===== config.mk =====
export PLATFORM = sky130hd
export DESIGN_NAME = reg_wb_arbiter
export DESIGN_NICKNAME = d
export VERILOG_FILES = /design/src/rtl/reg_wb_arbiter_pkg.sv /design/src/rtl/reg_wb_arbiter_rr.sv /design/src/rtl/reg_wb_arbiter.sv
export SDC_FILE = /design/constraint.sdc
export NUM_CORES = 1
export LEC_CHECK = 0
export CAP_MARGIN = 20
export CORE_ASPECT_RATIO = 0.8
export CORE_UTILIZATION = 40
export CTS_CLUSTER_SIZE = 30
export DETAILED_ROUTE_END_ITERATION = 16
export HOLD_SLACK_MARGIN = 0.02
export PLACE_DENSITY = 0.81
export SYNTH_ARGS = -nofsm -noshare
export SYNTH_HDL_FRONTEND = slang
export SYNTH_HIERARCHICAL = 1
export SYNTH_SLANG_ARGS = --single-unit

===== constraint.sdc =====
create_clock -name clk -period 8.31 [get_ports clk]
set_clock_uncertainty 0.2 [all_clocks]
set_input_delay 1.662 -clock clk [delete_from_list [all_inputs] [get_ports clk]]
set_output_delay 1.662 -clock clk [all_outputs]
set_load 0.005 [all_outputs]

===== src/rtl/reg_wb_arbiter_pkg.sv =====
// Shared types and constants for the register-file writeback arbiter.
// Holds the FSM state encoding and the default register-file geometry.
package reg_wb_arbiter_pkg;

    localparam int DEF_ADW = 5;
    localparam int DEF_DPW = 32;
    localparam int CNT_W   = 16;

    typedef enum logic [1:0] {
        IDLE    = 2'd0,
        WRITE   = 2'd1,
        STALLED = 2'd2
    } wb_state_e;

    // Round-robin pointer successor: index after idx, wrapping at n.
    function automatic int wrap_inc(input int idx, input int n);
        return (idx + 1 >= n) ? 0 : idx + 1;
    endfunction

endpackage


===== src/rtl/reg_wb_arbiter_rr.sv =====
// Round-robin selector: first asserted request at or after ptr_i, wrapping modulo N.
// Purely combinational; the caller owns the pointer register.
module rr_arbiter #(
    parameter int N  = 3,
    parameter int PW = 2
) (
    input  logic [N-1:0]  req_i,
    input  logic [PW-1:0] ptr_i,
    output logic [N-1:0]  gnt_o,
    output logic [PW-1:0] gnt_idx_o
);

    int   raw_s;
    int   idx_s;
    logic hit_s;
    logic found_s;

    // Scan N positions starting at the pointer and keep only the first hit.
    always_comb begin
        gnt_o     = '0;
        gnt_idx_o = '0;
        found_s   = 1'b0;
        hit_s     = 1'b0;
        raw_s     = 0;
        idx_s     = 0;
        for (int k = 0; k < N; k++) begin
            raw_s         = int'(ptr_i) + k;
            idx_s         = (raw_s >= N) ? raw_s - N : raw_s;
            hit_s         = !found_s && req_i[idx_s];
            found_s       = found_s | hit_s;
            gnt_o[idx_s]  = hit_s;
            gnt_idx_o     = hit_s ? PW'(idx_s) : gnt_idx_o;
        end
    end

endmodule


===== src/rtl/reg_wb_arbiter.sv =====
// Writeback arbiter: picks one of NREQ requesters round-robin, holds the winner in a
// one-entry register and drives the register-file write port one cycle later.
module reg_wb_arbiter
    import reg_wb_arbiter_pkg::*;
#(
    parameter int ADW  = DEF_ADW,
    parameter int DPW  = DEF_DPW,
    parameter int NREQ = 3
) (
    input  logic                      clk,
    input  logic                      rst,
    input  logic [NREQ-1:0]           req_valid,
    input  logic [NREQ-1:0][ADW-1:0]  req_addr,
    input  logic [NREQ-1:0][DPW-1:0]  req_data,
    output logic [NREQ-1:0]           req_ready,
    input  logic                      wb_stall,
    input  logic                      wb_flush,
    output logic                      we_3,
    output logic [ADW-1:0]            addr_3,
    output logic [DPW-1:0]            wd_3,
    output logic [CNT_W-1:0]          wr_count
);

    localparam int PW = (NREQ > 1) ? $clog2(NREQ) : 1;

    wb_state_e         state_q, state_d;
    logic [PW-1:0]     ptr_q, ptr_d;
    logic [ADW-1:0]    addr_q, addr_d;
    logic [DPW-1:0]    data_q, data_d;
    logic [CNT_W-1:0]  cnt_q, cnt_d;

    logic [NREQ-1:0]   gnt_s;
    logic [PW-1:0]     gnt_idx_s;
    logic              block_s;
    logic              accept_s;
    logic              we_s;

    rr_arbiter #(
        .N  (NREQ),
        .PW (PW)
    ) u_rr (
        .req_i     (req_valid),
        .ptr_i     (ptr_q),
        .gnt_o     (gnt_s),
        .gnt_idx_o (gnt_idx_s)
    );

    // Accept gating and write-enable qualification.
    // The write is suppressed in the very cycle a stall, flush or reset shows up,
    // so a held or discarded entry never reaches the register file twice or at all.
    always_comb begin
        block_s   = rst | wb_stall | wb_flush | (state_q == STALLED);
        req_ready = block_s ? '0 : gnt_s;
        accept_s  = |req_ready;
        we_s      = (state_q == WRITE) && (addr_q != '0) &&
                    !wb_stall && !wb_flush && !rst;
    end

    // Next-state for FSM, pointer, capture register and write counter.
    always_comb begin
        state_d = state_q;
        ptr_d   = ptr_q;
        addr_d  = addr_q;
        data_d  = data_q;
        cnt_d   = cnt_q;

        if (accept_s) begin
            ptr_d  = PW'(wrap_inc(int'(gnt_idx_s), NREQ));
            addr_d = req_addr[gnt_idx_s];
            data_d = req_data[gnt_idx_s];
        end else begin
            ptr_d  = ptr_q;
            addr_d = addr_q;
            data_d = data_q;
        end

        if (we_s) begin
            cnt_d = cnt_q + 16'd1;
        end else begin
            cnt_d = cnt_q;
        end

        case (state_q)
            IDLE: begin
                if (accept_s) begin
                    state_d = WRITE;
                end else begin
                    state_d = IDLE;
                end
            end
            WRITE: begin
                if (wb_stall) begin
                    state_d = STALLED;
                end else if (accept_s) begin
                    state_d = WRITE;
                end else begin
                    state_d = IDLE;
                end
            end
            STALLED: begin
                if (wb_stall) begin
                    state_d = STALLED;
                end else begin
                    state_d = WRITE;
                end
            end
            default: begin
                state_d = IDLE;
            end
        endcase

        if (wb_flush) begin
            state_d = IDLE;
        end else begin
            state_d = state_d;
        end
    end

    // State and datapath registers with synchronous reset.
    always_ff @(posedge clk) begin
        if (rst) begin
            state_q <= IDLE;
            ptr_q   <= '0;
            addr_q  <= '0;
            data_q  <= '0;
            cnt_q   <= '0;
        end else begin
            state_q <= state_d;
            ptr_q   <= ptr_d;
            addr_q  <= addr_d;
            data_q  <= data_d;
            cnt_q   <= cnt_d;
        end
    end

    assign we_3     = we_s;
    assign addr_3   = addr_q;
    assign wd_3     = data_q;
    assign wr_count = cnt_q;

endmodule


Word level (Yosys, flattened, before mapping)
Index checks and enable logic that the tools add are counted.

word-level totals
  flip-flop bits (word level) = 57
  latch bits = 0
  bits in writable memories = 0
  bits in read-only memories = 0
  bits of input ports = 118
  logic and storage cells = 81
  memories kept = 0

cells by class
  add/sub/neg operators = 7
  $mul = 0
  div/mod/pow operators = 0
  $lt $le $gt $ge = 11
  equality and inequality tests = 2
  shift-type cells = 0
  multiplexer cells = 33
  bitwise operators = 5
  reductions and logical operators = 18

operator list
  kind                                                         number
  2-to-1 mux 32 bit                                            4
  >= comparator 32 x 1 -> 1 bit, second input constant         3
  less-than comparator 32 x 4 -> 1 bit, second input constant  3
  binary-select mux 32 bit (select 2 bit)                      1
  >= comparator 32 x 3 -> 1 bit, second input constant         2
  subtractor 32 x 3 -> 32 bit, second input constant           2
  adder 16 x 1 -> 16 bit, second input constant                1
  2-to-1 mux 2 bit                                             6
  binary-select mux 5 bit (select 2 bit)                       1
  2-to-1 mux 1 bit                                             10
  logical AND 1 bit                                            9
  adder 2 x 1 -> 3 bit, second input constant                  2
  binary-select mux 1 bit (select 2 bit)                       3
  bitwise mux 3 bit                                            2
  demux 1 bit (select 2 bit)                                   3
  case mux 2 bit (3 select lines)                              1
  logical NOT 1 bit                                            5
  2-to-1 mux 5 bit                                             1
  nonzero test 5 bit                                           1
  bitwise OR 1 bit                                             4
  adder 2 x 2 -> 3 bit, second input constant                  1
  AND 3 bit                                                    1
  >= comparator 3 x 2 -> 1 bit, second input constant          1
  less-than comparator 2 x 3 -> 1 bit, second input constant   1
  8 further kinds                                              8

Longest topological paths before layout
  depth after elaboration = 16
  mapped depth = 13
  mapped depth without buffers = 10

Modules after synthesis
The synthesis kept the hierarchy.

modules (own cells, without submodules)
  module          instances  cells each  area each (sq um)  seq. area each (sq um)
  reg_wb_arbiter  1          361         3002.9             1141.1
  rr_arbiter      1          39          287.8              0.0

Worst setup path after synthesis
OpenSTA, ideal clock, no wires.

  path kind = input to output
  start point = input port req_valid[1]
  end point = output port req_ready[0]
  data arrival time = 2588 ps
  setup slack = 3860 ps
  stages = 6
  buffers on the path = 1
  path through = mux2i_1 > o22a_1 > buf_6 > and3_2 > a2bb2oi_1 > and2_1

on the way
  longest elaborated chain between the ends = 10
  elaborated cells between the ends (all ways) = 18

RTL lines
  element                                              RTL line                 source
  start, declared                                      reg_wb_arbiter.sv:12     input logic [NREQ-1:0] req_valid,
  binary-select mux 1 bit (select 2 bit)               reg_wb_arbiter_rr.sv:29  hit_s = !found_s && req_i[idx_s];
  2-to-1 mux 1 bit (not written as such) (2 in a row)  reg_wb_arbiter_rr.sv:29
  logical NOT 1 bit                                    reg_wb_arbiter_rr.sv:29
  logical AND 1 bit                                    reg_wb_arbiter_rr.sv:29
  bitwise OR 1 bit                                     reg_wb_arbiter_rr.sv:30  found_s = found_s | hit_s;
  logical NOT 1 bit                                    reg_wb_arbiter_rr.sv:29
  logical AND 1 bit                                    reg_wb_arbiter_rr.sv:29
  bitwise mux 3 bit (*)                                reg_wb_arbiter_rr.sv:31  gnt_o[idx_s] = hit_s;
  net gnt_s[0]                                         reg_wb_arbiter.sv:32     logic [NREQ-1:0] gnt_s;
  2-to-1 mux 3 bit (*)                                 reg_wb_arbiter.sv:53     req_ready = block_s ? '0 : gnt_s;
  end, declared                                        reg_wb_arbiter.sv:15     output logic [NREQ-1:0] req_ready,

The timed path passes the listed nets; every way through them passes the cells marked *. The select of a mux whose other input is x is not followed.

Worst setup path in the final report
  start point = input port req_valid[1]
  end point = output port req_ready[1]

The elaborated chain is that of the path after synthesis.

==> metrics <==
Syn Inst Count=400; GR peak layer=met2; setup TNS=0 ps; switching portion of total power=between 20% and 30%; CTS resizes=0; met2 Resource Use GR=41.1%; Util after Layout=66.1%; critical path endpoint=req_ready[1]; via/cell ratio=about 5.2; worst r2r path cells=11; syn_nets=523; Slew headroom=40.3%; top cell type's share of synthesized area=34.7%; outcome=finished clean; vias in the first global route=around 3.4k; fraction of layout instances using a drive strength above 1=6.75%; Arr. time, crit path=3870 ps; Clk pin slew, worst setup/hold paths=60 ps; antenna violations before repair=0; period utilisation layout=69.0%; I/O pins=175; hold buffers post-CTS=0; largest net degree at the start of global routing=77; synth top area cells=dfxtp_1 (35%), mux2i_1 (13%), nor2_1 (9.6%); Critical-path top delay cell=clkdlybuf4s50_1; CP startpoint=req_valid[1]; Buffers on Ports=174; CP Max Fanout=10; Layout area overhead=59.7%; Least-Margin Pin Slew=891 ps; R2R Setup Slk=about 4800 ps; ant diodes=0; HP Class=flop to flop; Pint=0.000553 W; Setup CP Type=input pin to output port; core box area=7950 um^2; Fin Hold WS=roughly 280 ps; critical path capture point type=output port; YS warnings=6; CP startpoint kind=input pin; top_reg_cell synth=dfxtp_1; worst flop-to-flop path startpoint=ptr_q[1]; post-synth cell types=45; mapped cell area=between 3000 and 4000 um^2; final wirelength=about 10 mm; Max clock buf depth=2; row count=29; Crit path top cell by count=clkdlybuf4s50_1; DP Area=5060 um^2; DR vias=3,513; initial core utilization=41.4%; met1 usage=between 20% and 30%; combinational power share=28.3%; met3 Use GR=approximately 7%; CTS Buf Count=9; Hold Vio Cnt, Final=0; chip width=103 um; sequential fraction of the synthesis area=34.7%; die height=83.1 um; clock network fraction of design power=33.6%; Die ar.=8600 um^2; CTS H-tree lvls=3; Yosys reg bits=57; Filler Cells Inserted=662; first-pass GRT wire length=15.8 mm; antenna viol nets, final=0; CTS tree=built; VDD IR max=0.0000733 V; worst-skew pair later-pin latency=330 ps; Worst R2R End=addr_3[1]; Synth async-reset ratio=0%; cell area after layout=~5300 um^2; total gr overflow=0; Worst EP required=roughly 6500 ps; mean area per synthesized cell=8.23 um^2; fmax=0.174 GHz; Residual DRC=0; final setup violation count=0; largest area contributor in the netlist=dfxtp_1; MaxCap Viol Count=0; RSZ-0062 raised after global routing=false; number of synthesized flops with an enable pin=0; placed insts=approximately 660; minimum clock period after layout=5730 ps; PD cells=around 150 nW/um^2; Pre-antenna DRT Iters=4; Final Slew Violations=0; Net Switching=approximately 0.00021 W; Placer Congestion=0.965; DPL Wire Length=7.27 mm; final non-filler cell total=671; wire per inst=14.5 um; root buffer cell=clkbuf_8; DRT iter0 DRCs=201; CP cell instances=clkdlybuf4s50_1, mux2i_1, o22a_1, nand4_1, a22oi_1, and2_1, clkdlybuf4s50_1; Lkg Pwr=1.87 nW; Post-CTS Setup Inserts=0; Final nets=682; sequential share of power=38.1%; Critical Path Max Stage Delay=490 ps; Total Routing Usage GR=23.7%; clock sinks=between 50 and 60
-- cell families (layout without fill, tap and decap cells) --
kind of cell / Yosys count / count (layout) / share of synthesized area (%)
DFF: 57 / 57 / 34.7
xor gates and xnor gates: 2 / 2 / 0.532
and+or+nand+nor: 137 / 137 / 19.7
buffers and inverters: 41 / 204 / 5.89
adders and majority gates: 5 / 5 / 1.90
muxes: 44 / 44 / 13.4
AOI/OAI and AO/OA: 114 / 114 / 23.9
-- through the flow --
stage / setup WS (ps) / power [W]
final: 2580 / 0.000764
after global routing: 2480 / 0.000807
after detailed placement: 2650 / 0.000514
after global placement: 2730 / 0.000509
after floorplan: 3860 / 0.000412
after CTS: 2650 / 0.000772
-- registers in the layout, summed over array words and instances, names as in the netlist --
name      count
wd_3         32
ptr_q         2
addr_3        5
wr_count     16
state_q       2
-- routing by layer --
metal | vias to the layer above | wire, um
li1 | 1769 | -
met1 | 1582 | 4210
met2 | 142 | 4720
met3 | 20 | 638
met4 | 0 | 150
met5 | - | 0
-- final cells by class --
type	count	area [um^2]	share of cell area (%)
multi-input combinational	302	1970	37.5
inverter	10	37.5	0.714
timing repair buffer	179	1770	33.8
sequential	57	1140	21.7
tap	108	135	2.57
clock inverter	3	40.0	0.762
clock buffer	12	155	2.95
-- placed cells by master, fill, tap and decap left out, types with 3 or more instances in the layout --
| cell | n |
|---|---|
| nor2_1 | 84 |
| ha_1 | 5 |
| inv_1 | 10 |
| a211oi_1 | 27 |
| dfxtp_1 | 57 |
| nor3_1 | 5 |
| a211oi_2 | 10 |
| or4_1 | 9 |
| buf_4 | 5 |
| mux2i_1 | 44 |
| clkbuf_8 | 11 |
| nand2_1 | 6 |
| o21ai_0 | 5 |
| o31ai_1 | 8 |
| or3_1 | 5 |
| and2_1 | 3 |
| clkdlybuf4s50_1 | 173 |
| a21oi_1 | 50 |
| nand3_1 | 7 |
-- worst max-delay path: cells and delay by family --
| kind | cells | cell delay [ps] |
|---|---|---|
| buffers and inverters | 2 | 960 |
| muxes | 1 | 240 |
| and+or+nand+nor | 2 | 340 |
| AOI/OAI and AO/OA | 2 | 670 |
-- cell usage after synthesis (all sizes together), types with 3 or more instances --
cell type,n
a211oi,37
a21oi,50
and2,3
buf,17
clkbuf,14
dfxtp,57
ha,5
inv,10
mux2i,44
nand2,6
nand3,7
nor2,84
nor2b,3
nor3,7
o211ai,3
o21ai,6
o31ai,9
or3,5
or4,9
-- how the worst min path moves through the flow --
stage / startpoint / endpoint / slack (ps) / depth (start not counted)
2_1_floorplan: wr_count[15] / wr_count[15] / 270 / 2
3_3_place_gp: wr_count[15] / wr_count[15] / 260 / 2
3_5_place_dp: wr_count[15] / wr_count[15] / 270 / 2
4_1_cts: wr_count[15] / wr_count[15] / 280 / 2
5_1_grt: wr_count[15] / wr_count[15] / 320 / 2
6_report: wr_count[15] / wr_count[15] / 280 / 2
-- power groups by stage --
stage	Sequential, W	Combinational, W	Clock (W)
after floorplan	0.000297	0.000114	0
after global placement	0.000297	0.000212	0
after detailed placement	0.000297	0.000217	0
after CTS	0.000291	0.000218	0.000263
after global routing	0.000292	0.000238	0.000276
final	0.000291	0.000216	0.000257
Note: power is estimated with default switching activity, not from simulation.
